### config.mk
export PLATFORM = sky130hd
export DESIGN_NAME = modulation_sequencer
export DESIGN_NICKNAME = d
export VERILOG_FILES = /design/src/rtl/modulation_sequencer.sv
export SDC_FILE = /design/constraint.sdc
export NUM_CORES = 1
export LEC_CHECK = 0
export CORE_MARGIN = 3
export CORE_UTILIZATION = 45
export CTS_CLUSTER_SIZE = 14
export DETAILED_ROUTE_END_ITERATION = 8
export DONT_BUFFER_PORTS = 1
export GPL_ROUTABILITY_DRIVEN = 1
export SLEW_MARGIN = 15
export SYNTH_ARGS = -nofsm -noshare
export SYNTH_HDL_FRONTEND = slang
export SYNTH_SLANG_ARGS = --single-unit
### constraint.sdc
create_clock -name clk -period 2.4 [get_ports clk]
set_clock_uncertainty 0.15 [all_clocks]
set_input_delay 0.6 -clock clk [delete_from_list [all_inputs] [get_ports clk]]
set_output_delay 0.6 -clock clk [all_outputs]
set_load 0.05 [all_outputs]
### src/rtl/modulation_sequencer.sv
// Run sequencer for an FFT-based modulation classifier: captures FRAMES frames,
// runs the detector on each one, then majority-votes the detected classes.
module modulation_sequencer #(
    parameter int FRAMES    = 5,
    parameter int FRAME_LEN = 256,
    parameter int TIMEOUT   = 65535
) (
    input  logic       clk,
    input  logic       rst,
    input  logic       start,
    input  logic       wr_en_in,
    input  logic [7:0] wr_addr_in,
    output logic       fft_req,
    output logic       det_en,
    output logic       det_key,
    input  logic       det_valid,
    input  logic [2:0] det_mode,
    output logic [2:0] mode_out,
    output logic       mode_valid,
    output logic       busy,
    output logic       err_timeout,
    output logic       err_seq
);

    localparam int TW = $clog2(TIMEOUT + 1);

    typedef enum logic [2:0] {
        IDLE, REQ, CAPTURE, DETECT, RESTART, VOTE, DONE
    } stateT;

    stateT         state_q;
    logic          startPrev_q;
    logic [8:0]    wrCnt_q;
    logic [TW-1:0] timer_q;
    logic [2:0]    frameCnt_q;
    logic [2:0]    cntA_q;
    logic [2:0]    cntB_q;
    logic [2:0]    cntC_q;
    logic          restartCnt_q;
    logic          fftReq_q;
    logic          detEn_q;
    logic          detKey_q;
    logic [2:0]    modeOut_q;
    logic          modeValid_q;
    logic          errTimeout_q;
    logic          errSeq_q;

    logic          startEdge;
    logic          timerExpired;
    logic          wrMatch;
    logic [2:0]    voteMode_d;

    assign startEdge    = start & ~startPrev_q;
    assign timerExpired = (timer_q == TW'(TIMEOUT - 1));
    assign wrMatch      = ({1'b0, wr_addr_in} == wrCnt_q);

    // Ties favour 010, then 001, then 100; an empty tally reports no class.
    always_comb begin
        voteMode_d = 3'b000;
        if ((cntA_q | cntB_q | cntC_q) != 3'd0) begin
            if (cntB_q >= cntA_q && cntB_q >= cntC_q) begin
                voteMode_d = 3'b010;
            end else if (cntA_q >= cntC_q) begin
                voteMode_d = 3'b001;
            end else begin
                voteMode_d = 3'b100;
            end
        end
    end

    always_ff @(posedge clk) begin
        startPrev_q <= start;
        if (rst) begin
            state_q      <= IDLE;
            startPrev_q  <= 1'b0;
            wrCnt_q      <= '0;
            timer_q      <= '0;
            frameCnt_q   <= '0;
            cntA_q       <= '0;
            cntB_q       <= '0;
            cntC_q       <= '0;
            restartCnt_q <= 1'b0;
            fftReq_q     <= 1'b0;
            detEn_q      <= 1'b0;
            detKey_q     <= 1'b1;
            modeOut_q    <= 3'b000;
            modeValid_q  <= 1'b0;
            errTimeout_q <= 1'b0;
            errSeq_q     <= 1'b0;
        end else begin
            fftReq_q <= 1'b0;
            case (state_q)
                IDLE, DONE: begin
                    if (startEdge) begin
                        frameCnt_q   <= '0;
                        cntA_q       <= '0;
                        cntB_q       <= '0;
                        cntC_q       <= '0;
                        errTimeout_q <= 1'b0;
                        errSeq_q     <= 1'b0;
                        modeValid_q  <= 1'b0;
                        modeOut_q    <= 3'b000;
                        fftReq_q     <= 1'b1;
                        state_q      <= REQ;
                    end
                end
                REQ: begin
                    wrCnt_q <= '0;
                    timer_q <= '0;
                    state_q <= CAPTURE;
                end
                CAPTURE: begin
                    timer_q <= timer_q + 1'b1;
                    if (wrCnt_q == 9'(FRAME_LEN)) begin
                        timer_q <= '0;
                        detEn_q <= 1'b1;
                        state_q <= DETECT;
                    end else if (timerExpired) begin
                        errTimeout_q <= 1'b1;
                        detKey_q     <= 1'b0;
                        restartCnt_q <= 1'b0;
                        state_q      <= RESTART;
                    end else if (wr_en_in) begin
                        if (wrMatch) begin
                            wrCnt_q <= wrCnt_q + 9'd1;
                        end else begin
                            // A stray address 0 is treated as the first word of a fresh frame.
                            errSeq_q <= 1'b1;
                            wrCnt_q  <= (wr_addr_in == 8'd0) ? 9'd1 : 9'd0;
                        end
                    end
                end
                DETECT: begin
                    timer_q <= timer_q + 1'b1;
                    // det_valid wins over a simultaneous expiry.
                    if (det_valid || timerExpired) begin
                        detEn_q      <= 1'b0;
                        detKey_q     <= 1'b0;
                        restartCnt_q <= 1'b0;
                        state_q      <= RESTART;
                        if (det_valid) begin
                            case (det_mode)
                                3'b001:  cntA_q <= cntA_q + 3'd1;
                                3'b010:  cntB_q <= cntB_q + 3'd1;
                                3'b100:  cntC_q <= cntC_q + 3'd1;
                                default: errSeq_q <= 1'b1;
                            endcase
                        end else begin
                            errTimeout_q <= 1'b1;
                        end
                    end
                end
                RESTART: begin
                    restartCnt_q <= 1'b1;
                    if (restartCnt_q) begin
                        detKey_q   <= 1'b1;
                        frameCnt_q <= frameCnt_q + 3'd1;
                        if (frameCnt_q + 3'd1 == 3'(FRAMES)) begin
                            state_q <= VOTE;
                        end else begin
                            fftReq_q <= 1'b1;
                            state_q  <= REQ;
                        end
                    end
                end
                VOTE: begin
                    modeOut_q   <= voteMode_d;
                    modeValid_q <= 1'b1;
                    state_q     <= DONE;
                end
                default: state_q <= IDLE;
            endcase
        end
    end

    assign fft_req     = fftReq_q;
    assign det_en      = detEn_q;
    assign det_key     = detKey_q;
    assign mode_out    = modeOut_q;
    assign mode_valid  = modeValid_q;
    assign err_timeout = errTimeout_q;
    assign err_seq     = errSeq_q;
    assign busy        = (state_q != IDLE) && (state_q != DONE);

endmodule

==> results.cfg <==
[setup_path]
crit_required_ps = 1650
crit_fanout = 8
path_buf_inv = 2
cpMaxStageDelayCell = or3_1
crit_path_start_kind = register
regToRegStartpoint = wrCnt_q[1]$_SDFFE_PP0P_
max_stage_delay_ps = 420
worstPathArrival_ps = 1500
worst-setup-path-type = register to output port
worstPathCellList = buf_4 -> or3_1 -> buf_12
endpoint_kind = output port
crit_path_start = state_q[0]$_SDFFE_PP0P_
path_delay_family = simple AND/OR/NAND/NOR gates

[yosys]
synth_top_area_share_pct = 31.5
synth.largest_area_cell = dfxtp_1
synth_ff_type = dfxtp_1
avgSynthCellArea_um2 = 8.27
synth_seq_cells = 51
synth_cell_types = 63
yosys-top-cells-count = dfxtp_1, nor2_1, a21oi_1, nand2_1, ha_1
synth_most_common_cell = dfxtp_1
synth.area.top_cells = dfxtp_1, ha_1, a21oi_1
syn_inst = 392
synth_edf_count = 0
synth_area_mm2 = 0.00324
ys_warn_count = 0
ys_seq_area_share_pct = 31.5
synthArstFlopShare_pct = 0
syn_nets = 430

[floorplanning]
start_util_pct = 46.9
io_pins = 26
fp.dieH_um = 90.9
rows = 30
die_w_um = 90.9
fp.coreArea_mm2 = 0.00691
die-area_mm2 = 0.00826

[route]
drt_first_iter_violations = 170
drc = 0
dr_total_vias = 2834
dr.pass1.iters = 4
via_per_inst = 5.68
avgRoutedWirePerCell_um = 14.7
drt-total-wl_um = 7320
antenna_left = 0

[clock_network]
cts-hold-fix-buffers = 0
cts_tree = done
clk_path_buf_depth = 2
cts_root_buf = clkbuf_8
htreeDepth = 2
post_cts_buffers = 0
numCtsBuffers = 5
ctsResizeCount = 0
cts_num_sinks = 51
clk_latency_ps = 310
path_clk_slew_ps = 100

[timing]
fin_setup_tns_ps = 0
max_freq_ghz = 0.444
slew_headroom_pct = 65.7
rsz0062_at_grt = no
period_minus_slack_ps = 2250
setup_viol = 0
whs_ps = 194
tightestPinTransition_ps = 513
final.period_utilization_pct = 93.9
final_max_slew_viol_count = 0
hold_violations = 0

[global_route]
grt_pass1_wl_um = 12400
gr-total-overflow = 0
antenna_found_initial = 0
grt_max_degree = 41
grt_pass1_vias = 2537
grt_util_all_layers_pct = 18.1

[finish]
drive_gt1_share_pct = 11.4
syn_to_final_growth_pct = 9.34
fin_nets = 440
stdcell_count = 499
antenna_cells = 0

[power_and_ir_drop]
power_leakage_nw = 1.25
powerDensity_mw_per_mm2 = 641
ir_worst_vdd_mv = 0.302

[hold_path]
hold_class = input port to register
min-delay-start = rst

[placement]
post-place-cells = 491
gp_congestion = 0.894
dp_hpwl_um = 5320
port_buffers = 0

[run_status]
status = finished, final reports clean

[flow_run]
maxCapViolations = 0
sequential cells by signal (all words and copies together) (netlist names):
name,count
state_q,3
restartCnt_q,1
cntA_q,3
det_en,1
cntB_q,3
frameCnt_q,3
fft_req,1
cntC_q,3
timer_q,16
startPrev_q,1
wrCnt_q,9
det_key,1
err_timeout,1
err_seq,1
mode_out,3
mode_valid,1
where the power goes:
group | switching [mW] | total, mW | internal (mW)
Combinational | 0.359 | 0.596 | 0.238
Clock | 0.305 | 0.721 | 0.416
Sequential | 0.0717 | 0.954 | 0.882
worst reg2reg max path: stages (launching register included):
cell and delay [ps]:
dfxtp_2 390, inv_1 50, ha_1 160, or4b_4 240, nor2_4 70, o32a_4 450
or4_1 520, a21oi_1 160
kinds of logic (layout without fill, tap and decap cells):
group | count (synthesis) | count (layout) | share of synthesized area, %
simple gates | 158 | 158 | 26.8
compound gates | 105 | 105 | 21.7
flops | 51 | 51 | 31.5
buf+inv | 35 | 46 | 5.56
fa+ha+maj | 22 | 22 | 8.49
xor+xnor | 16 | 16 | 4.32
mux | 5 | 5 | 1.58
cell type report:
| class | instances | area (um^2) |
|---|---|---|
| tap | 96 | 120 |
| fill | 677 | 3360 |
| inverter | 20 | 75.1 |
| clock buffer | 5 | 68.8 |
| sequential | 51 | 1020 |
| timing repair buffer | 18 | 148 |
| multi-input combinational | 306 | 2040 |
| clock inverter | 3 | 67.6 |
per-stage QoR:
| stage | utilization [%] | total power [mW] | worst slack, ps | cell area, um^2 |
|---|---|---|---|---|
| after floorplan | - | 1.41 | 240 | 3240 |
| after global placement | 49.3 | 1.56 | 164 | 3400 |
| after detailed placement | 49.3 | 1.56 | 112 | 3400 |
| after CTS | 51.2 | 2.29 | 28.4 | 3540 |
| after global routing | 51.3 | 2.40 | 21.6 | 3540 |
| final | 51.3 | 2.27 | 147 | 3540 |
routing by layer:
layer	track usage, %	wire length [um]	share of wire, %
met5	0	0	0
met1	25.9	3670	50
met3	3.75	409	5.6
met2	27.8	3190	44
met4	4.15	53	0.72
cell usage in the layout (no fill, tap or decap), types with 3 or more instances in the layout:
cell type / Yosys / layout
a21o_1: 6 / 6
a21oi_1: 34 / 34
a311oi_1: 6 / 6
a31oi_1: 6 / 6
and2_1: 3 / 3
and3_1: 3 / 3
buf_4: 2 / 17
clkbuf_8: 3 / 5
dfxtp_1: 51 / 50
ha_1: 22 / 22
inv_1: 20 / 20
mux2i_1: 4 / 4
nand2_1: 29 / 29
nand2b_1: 6 / 6
nand3_1: 18 / 18
nand3b_1: 6 / 6
nand4_1: 5 / 5
nor2_1: 41 / 41
nor2b_1: 8 / 7
nor3_1: 5 / 5
nor4_1: 4 / 4
o211ai_1: 6 / 6
o21ai_0: 17 / 17
o21ai_1: 7 / 7
o31ai_1: 3 / 3
or3_1: 7 / 7
or4_1: 6 / 6
xnor2_1: 12 / 12
xor2_1: 4 / 4
final timing paths:
check / slack, ps / end / cells after the start
worst max register to register: 160 / wrCnt_q[5]$_SDFFE_PP0P_ / 7
worst min register to register: 340 / timer_q[14]$_SDFFE_PP0P_ / 2
worst min-delay path: 190 / wrCnt_q[8]$_SDFFE_PP0P_ / 1
worst max-delay path: 150 / busy / 3
No activity file was read; power rests on OpenSTA's default activity.
